$ cat src/rtl/seq_mult_add.sv
// Sequential 4x4 shift-add multiplier followed by a 9-bit add of a captured addend.
// Fixed latency: load pulses five cycles after the start-capture edge.
module seq_mult_add (
   input  logic       clk,
   input  logic       rst,
   input  logic       start,
   input  logic [3:0] a,
   input  logic [3:0] b,
   input  logic [8:0] acc_in,
   output logic       busy,
   output logic       load,
   output logic [8:0] sum_out
);

   typedef enum logic [1:0] {
      IDLE = 2'd0,
      MUL  = 2'd1,
      ADD  = 2'd2,
      OUT  = 2'd3
   } state_t;

   state_t     state;
   logic [7:0] mcand;
   logic [3:0] mplier;
   logic [8:0] acc_q;
   logic [7:0] prod;
   logic [1:0] step;

   // NOTE: all state lives in one clocked block with non-blocking assignments so every
   // register samples pre-edge values; the async reset clears datapath registers as well.
   always_ff @(posedge clk or posedge rst) begin
      if (rst) begin
         state   <= IDLE;
         mcand   <= '0;
         mplier  <= '0;
         acc_q   <= '0;
         prod    <= '0;
         step    <= '0;
         busy    <= 1'b0;
         load    <= 1'b0;
         sum_out <= '0;
      end else begin
         case (state)
            IDLE: begin
               if (start) begin
                  mcand  <= {4'b0000, a};
                  mplier <= b;
                  acc_q  <= acc_in;
                  prod   <= '0;
                  step   <= '0;
                  busy   <= 1'b1;
                  state  <= MUL;
               end
            end
            MUL: begin
               // product never exceeds 225, so the 8-bit partial sum cannot carry out
               if (mplier[0]) prod <= prod + mcand;
               mplier <= mplier >> 1;
               mcand  <= mcand << 1;
               step   <= step + 2'd1;
               if (step == 2'd3) state <= ADD;
            end
            ADD: begin
               sum_out <= acc_q + {1'b0, prod};
               load    <= 1'b1;
               state   <= OUT;
            end
            OUT: begin
               load  <= 1'b0;
               busy  <= 1'b0;
               state <= IDLE;
            end
            default: state <= IDLE;
         endcase
      end
   end

endmodule

$ cat config.mk
export PLATFORM = sky130hd
export DESIGN_NAME = seq_mult_add
export DESIGN_NICKNAME = d
export VERILOG_FILES = /design/src/rtl/seq_mult_add.sv
export SDC_FILE = /design/constraint.sdc
export NUM_CORES = 1
export LEC_CHECK = 0
export ABC_AREA = 1
export ABC_CLOCK_PERIOD_IN_PS = 3400
export CAP_MARGIN = 20
export CORE_UTILIZATION = 47
export CTS_CLUSTER_DIAMETER = 100
export DETAILED_ROUTE_END_ITERATION = 7
export GPL_ROUTABILITY_DRIVEN = 1
export GPL_TIMING_DRIVEN = 0
export HOLD_SLACK_MARGIN = 0.08
export PLACE_DENSITY = 0.69
export SLEW_MARGIN = 20
export SYNTH_ARGS = -nofsm -noshare
export SYNTH_HDL_FRONTEND = slang
export SYNTH_SLANG_ARGS = --single-unit
export TNS_END_PERCENT = 50
$ cat constraint.sdc
create_clock -name clk -period 3.4 [get_ports clk]
set_clock_uncertainty 0.15 [all_clocks]
set_input_delay 0.34 -clock clk [delete_from_list [all_inputs] [get_ports clk]]
set_output_delay 0.34 -clock clk [all_outputs]
set_load 0.02 [all_outputs]
==> flow_metrics.py, run 1 <==
metrics = {
    "drt": {
        "num_vias": 2063,
        "drcViolationCount": 0,
        "drt-pass1-iter-count": 4,
        "post_drt_wl_per_cell_um": 11.7,
        "ant_nets": 0,
        "vias_per_cell": 4.91,
        "drt_wl_total_mm": 4.91,
        "drtIter0Drc": 67,
    },
    "clock_tree": {
        "postCtsResizedCells": 0,
        "tritoncts": "done",
        "clock_latency_ns": 0.29,
        "clk_path_buf_depth": 2,
        "cts_hold_buf": 0,
        "cts_buffers": 5,
        "cts-root-buf": "clkbuf_8",
        "post_cts_buffers": 0,
        "cts_sinks": 44,
        "htreeDepth": 2,
        "clk_pin_slew_worst_paths_ns": 0.09,
    },
    "critical_path": {
        "r2r_start": "state[0]",
        "cp_slowest_stage_delay_ns": 0.41,
        "start_kind": "register",
        "cp_cell_sequence": "inv_1 > ha_1 > nand2_4 > o21ai_4 > o21ai_4 > a22o_1",
        "crit_buf_inv": 1,
        "arrival_ns": 1.88,
        "cp-end-kind": "register",
        "rr_worst_depth": 6,
        "r2r_end": "prod[0]",
        "crit_fanout": 10,
        "cp_slowest_cell": "dfrtp_1",
        "required_ns": 3.44,
        "criticalPathCategory": "reg2reg",
        "critical_path.top_delay_family": "compound AO/OA/AOI/OAI gates",
        "path_common_cell": "o21ai_4",
        "timing.reg2reg.setup_slack_ns": 1.56,
    },
    "synth": {
        "netlist_instances": 311,
        "syn_area_mm2": 0.00250,
        "avgSynthCellArea_um2": 8.05,
        "synth_fp_nets": 353,
        "ys_seq_area_share_pct": 44.0,
        "ys_ff_latch": 44,
        "synth_warnings": 0,
        "synth.distinct_cells": 32,
    },
    "grt": {
        "grt_max_degree": 26,
        "grt_usage_pct": 20.2,
        "grt_pass1_vias": 1938,
        "antenna_found_initial": 0,
        "grt_pass1_wl_mm": 8.58,
        "grt.overflow.total": 0,
    },
    "cells_and_area": {
        "layout-drive-gt1-share_pct": 6.29,
        "nets": 391,
        "areaGrowthSynthToFinish_pct": 21.1,
        "fin_cells": 420,
        "multi_input_area_mm2": 0.00124,
        "fill_cells": 502,
        "regArea_mm2": 0.00110,
        "antenna_cells": 0,
    },
    "timing": {
        "max_freq_mhz": 544,
        "maxSlewViolCount": 0,
        "setup_viol": 0,
        "rsz0062_at_grt": "no",
        "tns_ns": 0,
        "slew_headroom_pct": 69.2,
        "hold_viol_final": 0,
        "worstMarginPinSlew_ns": 0.462,
        "fin_crit_ns": 1.84,
        "setup_ws_ns": 1.56,
        "period_share_pct": 54.1,
    },
    "worst_hold_path": {
        "min_path_type": "in2async",
    },
    "placement": {
        "preCtsSetupSlack_ns": 1.53,
        "gp_congestion": 0.799,
        "dp.cells": 412,
        "hpwl_mm": 3.79,
        "portBuffers": 30,
    },
    "floorplanning": {
        "ios": 31,
        "rows": 26,
        "die_area_mm2": 0.00562,
        "core_mm2": 0.00511,
        "start_util_pct": 49.0,
        "die_y_um": 75.0,
        "fp.dieW_um": 75.0,
    },
    "pwr": {
        "ir_drop_uv": 438,
        "power.total_w": 0.00279,
        "leakage_nw": 1.62,
        "powerDensity_mw_per_mm2": 918,
    },
    "run": {
        "drv_cap": 0,
    },
    "outcome": {
        "status": "finished, final reports clean",
    },
}
[state kept, by name (all words and copies together), names as in the netlist]
name     flops
sum_out      9
acc_q        9
step         2
state        2
mplier       4
prod         8
load         1
busy         1
mcand        8
[worst max-delay path by stage]
stage                     slack, ns         end  cells past startpoint      from
final                          1.56     prod[0]                      6  state[0]
after global routing           1.44  sum_out[4]                      8   prod[0]
after CTS                      1.55     prod[1]                      6  state[0]
after detailed placement       1.53     prod[2]                      5     start
after global placement         0.95     prod[5]                      2       rst
after floorplan                1.74  sum_out[4]                      8   prod[0]
[stage by stage]
stage	utilization, %	area (µm²)	hold WS [ns]
floorplan	-	2500	0.292
global placement	56.6	2890	0.306
detailed placement	57.0	2910	0.312
CTS	59.4	3030	0.219
global route	59.4	3030	0.252
finish	59.4	3030	0.214
[logic make-up after synthesis]
| kind of cell | count (synthesis) | synth area share [%] |
|---|---|---|
| compound gates | 33 | 8.55 |
| xor+xnor | 4 | 1.40 |
| fa+ha+maj | 22 | 11.6 |
| buf+inv | 41 | 6.65 |
| flops | 44 | 44.0 |
| simple gates | 167 | 27.8 |
[placed cells by master (no fill, tap or decap), types with 2 or more instances in the layout]
cell type,instances
a31oi_1,5
dfrtp_1,44
nand2_4,2
clkbuf_8,6
inv_1,33
ha_1,20
nand2_1,121
nand3b_1,2
o21ai_4,2
o21ai_0,8
nor2_1,15
fa_1,2
inv_2,3
o22ai_1,2
xnor2_1,2
a22o_1,3
nand3_1,21
clkdlybuf4s50_1,30
xor2_1,2
a21oi_1,9
o21ai_1,2
[layout make-up]
type	instances	share of cell area, %
plain buffers	4	0.908
clock buffers	6	2.72
clock inverters	2	1.28
inverters	37	4.58
multi-input cells	226	40.8
flip-flops and latches	44	36.3
well taps	70	2.89
repair buffers	31	10.6
[power breakdown]
part | switching [W] | leakage (nW) | internal (W) | total (W)
clock | 0.000185 | 0.0614 | 0.000240 | 0.000426
sequential | 0.000167 | 0.554 | 0.000757 | 0.000925
combinational | 0.000846 | 1.00 | 0.000589 | 0.00143
total | 0.00120 | 1.62 | 0.00159 | 0.00279
[routing by layer]
metal  GRT usage, %  up-vias  part of all wire (%)
li1               -     1059                     -
met1           26.9      960                    49
met2           33.8       38                    46
met3           3.88        6                   3.3
met4           5.03        0                   1.1
met5              0        -                     0
[worst register-to-register path, delay by kind of cell (launching register included)]
family	cells	cell delay (ns)
AOI/OAI and AO/OA	3	0.58
DFF	1	0.41
adders and majority gates	1	0.32
and+or+nand+nor	1	0.16
buffers and inverters	1	0.11
[cells in the mapped netlist, drive strengths merged]
cell type | n | area share [%]
a22o | 3 | 1.0
clkinv | 1 | 0.15
inv | 36 | 5.4
o21ai | 13 | 3.6
a21oi | 9 | 1.8
ha | 20 | 10
clkbuf | 1 | 0.15
nand2 | 123 | 19
dfrtp | 44 | 44
a31oi | 5 | 1.2
nor3 | 1 | 0.20
nand3 | 21 | 4.2
nand3b | 2 | 0.60
nand4 | 1 | 0.25
fa | 2 | 1.6
o211ai | 1 | 0.30
and2 | 1 | 0.25
xnor2 | 2 | 0.70
xor2 | 2 | 0.70
buf | 3 | 0.95
o22ai | 2 | 0.50
or2 | 2 | 0.60
nor2 | 16 | 2.7
(Power assumes the default switching activity.)
==> inputs of run 2 (changes only) <==
--- a/config.mk
+++ b/config.mk
@@ -6,7 +6,7 @@
 export NUM_CORES = 1
 export LEC_CHECK = 0
 export ABC_AREA = 1
-export ABC_CLOCK_PERIOD_IN_PS = 3400
+export ABC_CLOCK_PERIOD_IN_PS = 1500
 export CAP_MARGIN = 20
 export CORE_UTILIZATION = 47
 export CTS_CLUSTER_DIAMETER = 100
@@ -14,7 +14,7 @@
 export GPL_ROUTABILITY_DRIVEN = 1
 export GPL_TIMING_DRIVEN = 0
 export HOLD_SLACK_MARGIN = 0.08
-export PLACE_DENSITY = 0.69
+export PLACE_DENSITY = 0.72
 export SLEW_MARGIN = 20
 export SYNTH_ARGS = -nofsm -noshare
 export SYNTH_HDL_FRONTEND = slang
==> constraint.sdc (replaced) <==
create_clock -name clk -period 1.5 [get_ports clk]
set_clock_uncertainty 0.15 [all_clocks]
set_input_delay 0.15 -clock clk [delete_from_list [all_inputs] [get_ports clk]]
set_output_delay 0.15 -clock clk [all_outputs]
set_load 0.02 [all_outputs]
==> flow_metrics.py, run 2 (same netlist as run 1, synthesis figures left out) <==
metrics = {
    "placement": {
        "placed_area_mm2": 0.00295,
        "portBuffers": 30,
        "gp_congestion": 0.831,
        "hpwl_mm": 3.90,
        "preCtsSetupSlack_ns": -0.219,
    },
    "pwr": {
        "leakage_nw": 1.75,
        "powerDensity_mw_per_mm2": 2150,
        "ir_drop_uv": 1130,
        "power.total_w": 0.00749,
    },
    "drt": {
        "drcViolationCount": 0,
        "post_drt_wl_per_cell_um": 13.4,
        "drt_wl_total_mm": 5.87,
        "drt-pass1-iter-count": 4,
        "drtIter0Drc": 132,
        "num_vias": 2194,
        "vias_per_cell": 5.01,
        "ant_nets": 0,
    },
    "cells_and_area": {
        "fin_area_mm2": 0.00349,
        "layout-drive-gt1-share_pct": 23.9,
        "nets": 410,
        "final_util_pct": 68.3,
        "antenna_cells": 0,
        "mostFrequentLayoutCells": "112 x nand2_1, 42 x dfrtp_1, 29 x inv_1",
        "top_regs": "acc_q (9), sum_out (9)",
        "final_common_cell": "nand2_1",
        "areaGrowthSynthToFinish_pct": 39.2,
    },
    "floorplanning": {
        "die_y_um": 75.0,
        "core_mm2": 0.00511,
        "rows": 26,
        "ios": 31,
        "die_area_mm2": 0.00562,
        "fp.dieW_um": 75.0,
        "start_util_pct": 49.0,
    },
    "timing": {
        "worstMarginPinSlew_ns": 0.387,
        "slew_headroom_pct": 74.2,
        "setup_viol": 30,
        "setup_ws_ns": -0.224,
        "fin_crit_ns": 1.72,
        "period_share_pct": 115,
        "max_freq_mhz": 580,
        "hold_viol_final": 0,
        "maxSlewViolCount": 0,
        "rsz0062_at_grt": "yes",
    },
    "grt": {
        "grt_max_degree": 29,
        "grt_usage_pct": 23.2,
        "grt.overflow.total": 0,
        "grt_pass1_wl_mm": 9.74,
        "grt_pass1_vias": 2178,
        "antenna_found_initial": 0,
    },
    "critical_path": {
        "start_kind": "register",
        "r2r_end": "mcand[3]",
        "cp-end-kind": "register",
        "rr_worst_depth": 8,
        "timing.reg2reg.setup_slack_ns": -0.22,
        "criticalPathCategory": "reg2reg",
        "r2r_start": "state[1]",
        "required_ns": 1.57,
        "crit_fanout": 6,
        "arrival_ns": 1.79,
    },
    "clock_tree": {
        "htreeDepth": 2,
        "cts_sinks": 44,
        "clk_path_buf_depth": 2,
        "clock_latency_ns": 0.30,
        "cts-root-buf": "clkbuf_8",
        "cts_buffers": 5,
        "tritoncts": "done",
        "clk_pin_slew_worst_paths_ns": 0.09,
    },
    "outcome": {
        "status": "finished, violations left",
        "failed_checks": "setup timing",
    },
    "worst_hold_path": {
        "min_delay_worst_endpoint": "acc_q[2]",
        "holdCritStartpoint": "acc_in[2]",
        "whs_path_depth": 3,
        "min_path_type": "in2reg",
    },
    "run": {
        "drv_cap": 0,
    },
}
-- run 2: cell types whose count changed in the layout (fill, tap and decap cells not counted), moves of 5 or more --
cell | previous run | this run
dlygate4sd2_1 | 0 | 11
nand2_1 | 121 | 112
nand3_2 | 0 | 5
o21ai_0 | 8 | 3
buf_6 | 1 | 12
ha_4 | 0 | 11
nand3_1 | 21 | 16
nand2_2 | 0 | 8
buf_4 | 1 | 8
clkdlybuf4s50_1 | 30 | 19
ha_1 | 20 | 8
-- run 2: timing repair --
item / CTS / global route
gates cloned: 1 / 0
pin swaps: 6 / 11
gates resized for setup: 55 / 33
hold buffers: 1 / 0
hold endpoints to repair: 16 / 0
buffers inserted: 15 / 6
endpoints found under the setup margin: 53 / 41
-- run 2: where the power goes --
group	total (W)	switching, W	internal [W]
Combinational	0.00453	0.00240	0.00213
Sequential	0.00223	0.000506	0.00172
Clock	0.000738	0.000422	0.000316
Total	0.00749	0.00333	0.00416
-- run 2: critical path, stage by stage (launching register included) --
cell	delay, ns
dfrtp_1	0.40
inv_2	0.12
ha_4	0.19
clkinv_8	0.06
o21ai_4	0.27
buf_6	0.15
buf_6	0.09
nor2_2	0.03
a31oi_1	0.17
-- run 2: area by class of cell --
class                           count  area [µm²]
Inverter                           37         163
Timing Repair Buffer               51         500
Multi-Input combinational cell    226        1510
Fill cell                         410        1620
Sequential cell                    44        1100
Clock buffer                        5        68.8
Tap cell                           70        87.6
Clock inverter                      2        12.5
Buffer                              3        40.0
-- run 2: worst max-delay path by stage --
stage	slack [ns]	start	endpoint	depth (start not counted)
CTS	-0.20	prod[0]	sum_out[4]	8
finish	-0.22	state[1]	mcand[3]	8
detailed placement	-0.22	prod[0]	sum_out[4]	8
global placement	-0.76	rst	prod[5]	2
global route	-0.30	prod[0]	sum_out[6]	8
floorplan	-0.10	prod[0]	sum_out[4]	8
-- run 2: routing by layer --
metal	vias up	wire length [µm]	global-route usage, %
li1	1110	-	-
met1	1039	2550	27.6
met2	36	3060	42.0
met3	9	145	4.15
met4	0	105	8.39
met5	-	0	0
-- run 2: through the flow --
stage / hold slack (ns) / setup TNS [ns] / cells
after global routing: 0.245 / -6.88 / 438
after CTS: 0.238 / -3.20 / 436
after floorplan: 0.110 / -0.446 / 311
after global placement: 0.306 / -36.40 / 411
final: 0.242 / -4.36 / 438
after detailed placement: 0.315 / -3.43 / 412
